`config.mk`:
```
export PLATFORM = sky130hd
export DESIGN_NAME = tick_to_level_fsm_flat
export DESIGN_NICKNAME = d
export VERILOG_FILES = /design/src/rtl/tick_to_level_fsm_if.sv /design/src/rtl/tick_to_level_fsm.sv /design/src/flat_wrapper.sv
export SDC_FILE = /design/constraint.sdc
export NUM_CORES = 1
export LEC_CHECK = 0
export ABC_AREA = 1
export CORE_MARGIN = 1
export CORE_UTILIZATION = 46
export DETAILED_ROUTE_END_ITERATION = 12
export HOLD_SLACK_MARGIN = 0.12
export PLACE_DENSITY = 0.75
export SLEW_MARGIN = 40
export SYNTH_ARGS = -nofsm -noshare
export SYNTH_HDL_FRONTEND = slang
export SYNTH_SLANG_ARGS = --single-unit
```
`constraint.sdc`:
```
create_clock -name clk_amisha -period 1.4 [get_ports clk_amisha]
set_input_delay 0.28 -clock clk_amisha [delete_from_list [all_inputs] [get_ports clk_amisha]]
set_output_delay 0.28 -clock clk_amisha [all_outputs]
set_load 0.01 [all_outputs]
```
`src/rtl/tick_to_level_fsm_if.sv`:
```
// Signal bundle between a tick source and the tick-to-level stretcher.
// The source drives tick; the stretcher drives level, status and count.
interface tick_to_level_fsm_if #(
  parameter int PEND_W = 3
);
  logic              tick_amisha;
  logic              level_amisha;
  logic              busy_amisha;
  logic              overflow_amisha;
  logic [PEND_W-1:0] pend_cnt_amisha;

  modport master (
    output tick_amisha,
    input  level_amisha,
    input  busy_amisha,
    input  overflow_amisha,
    input  pend_cnt_amisha
  );

  modport slave (
    input  tick_amisha,
    output level_amisha,
    output busy_amisha,
    output overflow_amisha,
    output pend_cnt_amisha
  );
endinterface

```
`src/rtl/tick_to_level_fsm.sv`:
```
// Stretches single-cycle ticks into fixed-width level pulses with a
// guaranteed low gap; ticks arriving mid-pulse are queued and replayed.
module tick_to_level_fsm #(
  parameter int HIGH_CYC = 4,
  parameter int LOW_CYC  = 2,
  parameter int PEND_W   = 3
) (
  input logic                clk_amisha,
  input logic                reset_amisha,
  tick_to_level_fsm_if.slave bus
);

  localparam int MAXC  = (HIGH_CYC > LOW_CYC) ? HIGH_CYC : LOW_CYC;
  localparam int CNT_W = (MAXC > 1) ? $clog2(MAXC) : 1;

  localparam logic [CNT_W-1:0]  HI_LD = CNT_W'(HIGH_CYC - 1);
  localparam logic [CNT_W-1:0]  LO_LD = CNT_W'(LOW_CYC - 1);
  localparam logic [CNT_W-1:0]  C_ONE = CNT_W'(1);
  localparam logic [PEND_W-1:0] P_ONE = PEND_W'(1);
  localparam logic [PEND_W-1:0] P_MAX = '1;

  typedef enum logic [1:0] {
    IDLE = 2'd0,
    HIGH = 2'd1,
    LOW  = 2'd2
  } state_t;

  state_t            state, state_n;
  logic [CNT_W-1:0]  cnt, cnt_n;
  logic [PEND_W-1:0] pend, pend_n;
  logic              ovf_n;
  logic              q_tick;
  logic              rep;
  logic              level_q;
  logic              busy_q;
  logic              ovf_q;
  logic              tick;

  assign tick = bus.tick_amisha;

  // State, counters and registered outputs.
  always_ff @(posedge clk_amisha) begin
    if (reset_amisha) begin
      state   <= IDLE;
      cnt     <= '0;
      pend    <= '0;
      level_q <= 1'b0;
      busy_q  <= 1'b0;
      ovf_q   <= 1'b0;
    end else begin
      state   <= state_n;
      cnt     <= cnt_n;
      pend    <= pend_n;
      level_q <= (state_n == HIGH);
      busy_q  <= (state_n != IDLE) || (pend_n != '0);
      ovf_q   <= ovf_n;
    end
  end

  // Next state, counter reload and queue/replay decisions.
  always_comb begin
    state_n = state;
    cnt_n   = cnt;
    q_tick  = 1'b0;
    rep     = 1'b0;
    unique case (1'b1)
      (state == IDLE): begin
        cnt_n = '0;
        if (tick) begin
          state_n = HIGH;
          cnt_n   = HI_LD;
        end else if (pend != '0) begin
          state_n = HIGH;
          cnt_n   = HI_LD;
          rep     = 1'b1;
        end
      end
      (state == HIGH): begin
        q_tick = tick;
        if (cnt == '0) begin
          state_n = LOW;
          cnt_n   = LO_LD;
        end else begin
          cnt_n = cnt - C_ONE;
        end
      end
      (state == LOW): begin
        if (cnt == '0) begin
          if (pend != '0) begin
            state_n = HIGH;
            cnt_n   = HI_LD;
            rep     = 1'b1;
            q_tick  = tick;
          end else if (tick) begin
            state_n = HIGH;
            cnt_n   = HI_LD;
          end else begin
            state_n = IDLE;
            cnt_n   = '0;
          end
        end else begin
          cnt_n  = cnt - C_ONE;
          q_tick = tick;
        end
      end
      default: begin
        state_n = IDLE;
        cnt_n   = '0;
      end
    endcase
  end

  // Pending counter: a queued tick and a replay in one cycle cancel out.
  always_comb begin
    pend_n = pend;
    ovf_n  = 1'b0;
    if (q_tick && !rep) begin
      if (pend == P_MAX) begin
        ovf_n = 1'b1;
      end else begin
        pend_n = pend + P_ONE;
      end
    end else if (rep && !q_tick) begin
      pend_n = pend - P_ONE;
    end
  end

  assign bus.level_amisha    = level_q;
  assign bus.busy_amisha     = busy_q;
  assign bus.overflow_amisha = ovf_q;
  assign bus.pend_cnt_amisha = pend;

endmodule

```
`src/flat_wrapper.sv`:
```
// flat-port wrapper written by rule: the top's interface ports become plain ports
module tick_to_level_fsm_flat 
#(
  parameter int HIGH_CYC = 4,
  parameter int LOW_CYC  = 2,
  parameter int PEND_W   = 3
)
  (clk_amisha, reset_amisha, bus_tick_amisha, bus_level_amisha, bus_busy_amisha, bus_overflow_amisha, bus_pend_cnt_amisha);
  tick_to_level_fsm_if #(.PEND_W(PEND_W)) bus_i ();
  input logic clk_amisha;
  input logic reset_amisha;
  input wire logic [$bits(bus_i.tick_amisha)-1:0] bus_tick_amisha;
  output wire logic [$bits(bus_i.level_amisha)-1:0] bus_level_amisha;
  output wire logic [$bits(bus_i.busy_amisha)-1:0] bus_busy_amisha;
  output wire logic [$bits(bus_i.overflow_amisha)-1:0] bus_overflow_amisha;
  output wire logic [$bits(bus_i.pend_cnt_amisha)-1:0] bus_pend_cnt_amisha;
  assign bus_i.tick_amisha = bus_tick_amisha;
  assign bus_level_amisha = bus_i.level_amisha;
  assign bus_busy_amisha = bus_i.busy_amisha;
  assign bus_overflow_amisha = bus_i.overflow_amisha;
  assign bus_pend_cnt_amisha = bus_i.pend_cnt_amisha;
  tick_to_level_fsm #(.HIGH_CYC(HIGH_CYC), .LOW_CYC(LOW_CYC), .PEND_W(PEND_W)) u_core (.clk_amisha(clk_amisha), .reset_amisha(reset_amisha), .bus(bus_i));
endmodule
```
## After elaboration in Yosys (flattened, before gate mapping)

Cells that the tools add are included.

| operators by class | value |
|---|---|
| reductions and logical operators | 11 |
| mux-type cells | 25 |
| add/subtract/negate cells | 3 |
| bitwise logic cells | 1 |
| equal/unequal tests | 4 |

Operators by type and width:

| operator | count |
|---|---|
| 2-to-1 mux 2 bit | 11 |
| case mux 2 bit (3 select lines) | 2 |
| 2-to-1 mux 3 bit | 3 |
| 2-to-1 mux 1 bit | 7 |
| nonzero test 3 bit | 2 |
| equality test 2 x 1 -> 1 bit, second input constant | 2 |
| logical NOT 2 bit | 2 |
| case mux 1 bit (2 select lines) | 2 |
| adder 3 x 1 -> 3 bit, second input constant | 1 |
| equality test 3 bit, second input constant | 1 |
| subtractor 3 x 1 -> 3 bit, second input constant | 1 |
| equality test 2 bit, second input constant | 1 |
| logical AND 1 bit | 2 |
| logical NOT 1 bit | 2 |
| nonzero test 2 bit | 1 |
| OR reduction 2 bit | 1 |
| subtractor 2 x 1 -> 2 bit, second input constant | 1 |
| logical OR 1 bit | 1 |
| inverter 1 bit | 1 |

| word-level totals | value |
|---|---|
| bits in registers | 10 |

## Longest topological paths before layout

| depth | value |
|---|---|
| depth in word-level cells | 10 |
| depth in mapped cells | 13 |
| depth with buffers taken out | 13 |

## Worst setup path after synthesis

No wires, ideal clock.

| timing path | value |
|---|---|
| path kind | register to register |
| start point | register u_core.pend[0] (netlist: u_core.bus.pend_cnt_amisha[0]) |
| end point | register u_core.busy_q (netlist: u_core.bus.busy_amisha) |
| buffers on the path | 0 |
| cell stages (with the launch flop) | 13 |
| slack | -0.111 ns |
| arrival time | 1.400 ns |
| period minus slack after synthesis | 1.511 ns |
| cells stage by stage | dfxtp_1 inv_1 ha_1 nand2_1 nand2_1 nand3_2 nand3_1 nand2_1 nor2_1 nor2_1 nand2_1 nor2_1 nor2_1 |

| on the way | value |
|---|---|
| word-level cells in the longest chain between the ends | 10 |
| elaborated cells between the ends (all ways) | 26 |

Ends and longest elaborated chain:

| what | line | source |
|---|---|---|
| start: declaration | tick_to_level_fsm.sv:30 | `logic [PEND_W-1:0] pend, pend_n;` |
| start signal: assignment | tick_to_level_fsm.sv:53 | `pend <= pend_n;` |
| nonzero test 3 bit | tick_to_level_fsm.sv:72, tick_to_level_fsm.sv:89 |  |
| 2-to-1 mux 1 bit | tick_to_level_fsm.sv:89 | `if (pend != '0) begin` |
| 2-to-1 mux 1 bit | tick_to_level_fsm.sv:88 | `if (cnt == '0) begin` |
| case mux 1 bit (2 select lines) | tick_to_level_fsm.sv:66 | `unique case (1'b1)` |
| logical NOT 1 bit | tick_to_level_fsm.sv:123 | `end else if (rep && !q_tick) begin` |
| logical AND 1 bit | tick_to_level_fsm.sv:123 |  |
| 2-to-1 mux 3 bit | tick_to_level_fsm.sv:123 |  |
| 2-to-1 mux 3 bit | tick_to_level_fsm.sv:117 | `if (q_tick && !rep) begin` |
| nonzero test 3 bit | tick_to_level_fsm.sv:55 | `busy_q <= (state_n != IDLE) \|\| (pend_n != '0);` |
| logical OR 1 bit * | tick_to_level_fsm.sv:55 |  |
| end signal: assignment | tick_to_level_fsm.sv:55 |  |
| end: declaration | tick_to_level_fsm.sv:35 | `logic busy_q;` |

Every way passes the cells marked *; elsewhere a longest branch is shown, timed or not.
A chain may end at the register's enable or synchronous reset.

## Worst setup path after layout

| timing path | value |
|---|---|
| start point | register u_core.state[0] |
| end point | register u_core.busy_q (netlist: u_core.bus.busy_amisha) |

| on the way | value |
|---|---|
| word-level cells in the longest chain between the ends | 8 |
| elaborated cells between the ends (all ways) | 19 |

Ends and longest elaborated chain:

| what | line | source |
|---|---|---|
| start: declaration | tick_to_level_fsm.sv:28 | `state_t state, state_n;` |
| start signal: assignment | tick_to_level_fsm.sv:51 | `state <= state_n;` |
| equality test 2 bit or equality test 2 x 1 -> 1 bit (tied branches) | tick_to_level_fsm.sv:87, tick_to_level_fsm.sv:78 |  |
| case mux 1 bit (2 select lines) | tick_to_level_fsm.sv:66 |  |
| logical NOT 1 bit | tick_to_level_fsm.sv:123 |  |
| logical AND 1 bit | tick_to_level_fsm.sv:123 |  |
| 2-to-1 mux 3 bit | tick_to_level_fsm.sv:123 |  |
| 2-to-1 mux 3 bit | tick_to_level_fsm.sv:117 |  |
| nonzero test 3 bit | tick_to_level_fsm.sv:55 |  |
| logical OR 1 bit * | tick_to_level_fsm.sv:55 |  |

Marks and branches as above.

==> results.txt <==
----------------------------------------------------
[Status]
  Run status ... finished, violations left
  Failing checks ... setup timing

[Critical path]
  Maximum fanout along the worst path ... 5
  Worst setup SP type ... register
  CP Class ... register to register
  Top Family by Delay on Critical Path ... simple AND/OR/NAND/NOR gates
  Critical Path Stages ... 11
  Cell count of the worst reg-to-reg path ... 11
  Worst path slowest cell ... sky130_fd_sc_hd__dfxtp_4
  Data arrival time at the worst-slack endpoint ... 1.72 ns
  RR Startpoint ... u_core.state[0]
  Beginning of the critical path ... u_core.state[0]
  Bufs and invs on worst path ... 2
  Cell breakdown of the critical path ... inv_4 -> ha_4 -> nand2_4 -> nand3_4 -> buf_4 -> nand4_1 -> nand2_1 -> nand2_1 -> nand3_2 -> nor2_1 -> nor2_1
  Crit. End Element ... register
  Biggest cell delay along the critical path ... 0.38 ns
  Required time at the worst-slack endpoint ... 1.58 ns

[Clock network]
  Maximum count of clock buffers along a single path ... 2
  Clock root buffer ... sky130_fd_sc_hd__clkbuf_4
  CTS Buf Count ... 3
  Clock sinks ... 10
  TritonCTS clock tree ... done
  CTS clock-pin slew for the worst setup and hold paths ... 0.07 ns
  H-tree Lvls ... 1
  Clock insertion delay at the later pin of the skew report ... 0.27 ns

[Place]
  Number of port buffers ... 8
  Worst slack, placed ... -0.3581 ns
  Placer congestion estimate ... 0.8028
  DP Wirelength ... 1269 µm
  # placed instances ... 142

[Logic synthesis]
  Number of enable flip-flop cells after synthesis ... 0
  Library cells used by synthesis ... 15
  Synthesized cell area ... 666.9 µm²
  Commonest register cell after synthesis ... sky130_fd_sc_hd__dfxtp_1
  Synth async-reset ratio ... 0%
  Sequential cell area fraction in the yosys report ... 30.02%
  Syn avg cell area ... 6.351 µm²
  Post-synthesis register bit count ... 10
  Syn Nets ... 115
  Number of synthesis warnings ... 0
  Cells after synthesis ... 105

[Finish]
  Diode count ... 0
  Final-stage net count ... 145
  Layout cell share with drive strength beyond 1 ... 56.72%
  Number of fillers in the final layout ... 66
  Area growth syn-to-layout ... 78.42%
  Filler-free cell count of the finished design ... 149

[Routing]
  Via density per instance ... 5.389
  WL/cell ... 14.87 µm
  Vias ... 803
  First DRT Iteration DRCs ... 18
  Antenna Violating Nets Remaining ... 0
  Drc violations ... 0
  First-pass iteration count of the detailed router ... 5
  Wire length after detailed routing ... 2216 µm

[STA]
  Period utilisation layout ... 110.0%
  Worst slew pin tran ... 0.3347 ns
  Worst clock skew on the final layout ... 0.004080 ns
  Count of final max-slew check failures ... 0
  Fin Hold WS ... 0.6426 ns
  Setup repair after global routing missed its margin ... true
  Setup violations, final ... 7
  Highest Clock Rate ... 0.6494 GHz
  Post-layout min period ... 1.540 ns
  Crit path setup slack, layout ... -0.1398 ns
  Hold Vio Cnt, Final ... 0
  Max transition margin ... 77.45%

[Global routing]
  Vias in the first global route ... 775
  Met1 Use GR ... 25.50%
  Grt ovf ... 0
  Largest net degree at the start of global routing ... 7
  Gr busiest metal ... met2
  Global Route met2 Usage ... 57.26%
  Total global-route track usage ... 30.14%
  GR Layer Usage met3 ... 14.44%
  Wire length of the first global-routing pass ... 3118 µm
  Initial antenna violation count ... 0

[Power and ir drop]
  Reported net switching power ... 1.414 mW
  Switching power as a share of total power ... 49.15%
  Sequential fraction of design power ... 19.5%
  Int Power ... 1.463 mW
  Clock power share ... 7.8%
  Highest ir drop seen on vdd ... 1549 µV
  Total power per unit cell area ... 2418 mW/mm²
  Share of total power in combinational logic ... 72.7%
  Leakage ... 0.6436 nW

[Hold path]
  Startpoint of the worst hold path ... u_core.cnt[1]
  Worst Hold Depth ... 4
  Class of the worst hold path ... register to register

[Job]
  Count of maximum capacitance violations ... 0

[Die]
  Starting utilization of the core area ... 50.62%
  Row cnt ... 13
  Boundary Pins ... 9
  Die height ... 40.08 µm
  Die X ... 40.08 µm
  Core ar. ... 0.001318 mm²
  Die area ... 0.001606 mm²

----------------------------------------------------
[per-stage QoR]
stage	power (mW)	area [µm²]	utilization (%)	setup TNS [ns]
after floorplan	1.331	701.9	-	0
after global placement	1.815	905.9	68.76	-1.164
after detailed placement	1.863	905.9	68.76	-1.606
after CTS	2.346	1039	78.82	-0.1760
after global routing	3.071	1190	90.31	-1.129
final	2.877	1190	90.31	-0.5425
[state kept, by name, summed over array words and instances, names as in the netlist]
register and flops:
u_core.bus.pend_cnt_amisha 3, u_core.cnt 2, u_core.state 2, u_core.bus.busy_amisha 1, u_core.bus.level_amisha 1, u_core.bus.overflow_amisha 1
[power by group through the flow]
stage / logic [mW] / clock network [mW] / registers (mW)
2_1_floorplan: 0.813 / 0 / 0.518
3_3_place_gp: 1.32 / 0 / 0.499
3_5_place_dp: 1.36 / 0 / 0.500
4_1_cts: 1.61 / 0.211 / 0.522
5_1_grt: 2.26 / 0.241 / 0.573
6_report: 2.09 / 0.224 / 0.560
[logic make-up after synthesis]
family | count (synthesis) | synth area share [%]
and+or+nand+nor | 60 | 38.65
buffers and inverters | 20 | 11.26
DFF | 10 | 30.02
AOI/OAI and AO/OA | 7 | 5.628
adders and majority gates | 7 | 13.13
xor gates and xnor gates | 1 | 1.314
[cells in the mapped netlist, types with 2 or more instances]
cell	count	area [µm²]
sky130_fd_sc_hd__dfxtp_1	10	200.2
sky130_fd_sc_hd__ha_1	7	87.58
sky130_fd_sc_hd__o21ai_0	3	15.01
sky130_fd_sc_hd__nand2_2	2	12.51
sky130_fd_sc_hd__nor2_1	10	37.54
sky130_fd_sc_hd__nand2_1	33	123.9
sky130_fd_sc_hd__inv_1	20	75.07
sky130_fd_sc_hd__nor3_1	2	10.01
sky130_fd_sc_hd__nand4_1	2	12.51
sky130_fd_sc_hd__a21oi_1	3	15.01
sky130_fd_sc_hd__nand3_1	9	45.04
[path summary, 6_finish.rpt]
path                                                to  slack [ns]
worst max register to register  u_core.bus.busy_amisha       -0.14
worst min register to register           u_core.cnt[1]        0.64
worst min-delay path                     u_core.cnt[1]        0.64
worst max-delay path            u_core.bus.busy_amisha       -0.14
[area by class of cell]
class	instances	area [µm²]	area share [%]
Clock buffer	4	26.28	2.208
Inverter	20	90.09	7.571
Tap cell	15	18.77	1.577
Timing Repair Buffer	25	215.2	18.09
Multi-Input combinational cell	75	623.1	52.37
Sequential cell	10	216.5	18.19
[timing repair]
action,4_1_cts,5_1_grt
setup endpoints to repair,8,11
pin swaps,15,17
buffers inserted,1,2
hold buffers,0,0
gates resized for setup,36,37
[cells in the final DEF (no fill, tap or decap), drive strengths merged]
cell | synthesis | layout
dfxtp | 10 | 10
o21ai | 3 | 3
nand3 | 10 | 10
buf | 0 | 17
ha | 7 | 7
a21boi | 1 | 1
nand2 | 35 | 35
nand4 | 2 | 2
clkbuf | 0 | 4
clkdlybuf4s50 | 0 | 2
or2 | 1 | 1
dlymetal6s2s | 0 | 2
inv | 20 | 20
nor2 | 10 | 10
a21oi | 3 | 3
xor2 | 1 | 1
nor3 | 2 | 2
dlygate4sd2 | 0 | 4
[routing by layer]
layer,wire [µm],share of wire [%],vias up
met5,0,0,-
met4,97,4.4,0
met3,82,3.7,10
met2,1204,54,26
met1,832,38,382
li1,-,-,385
[tightest hold or removal path: cells and delay by family, from the launching register on]
kind | cells | cell delay, ns
flops | 1 | 0.35
simple gates | 3 | 0.22
buf+inv | 1 | 0.04
Note: power is estimated with default switching activity, not from simulation.
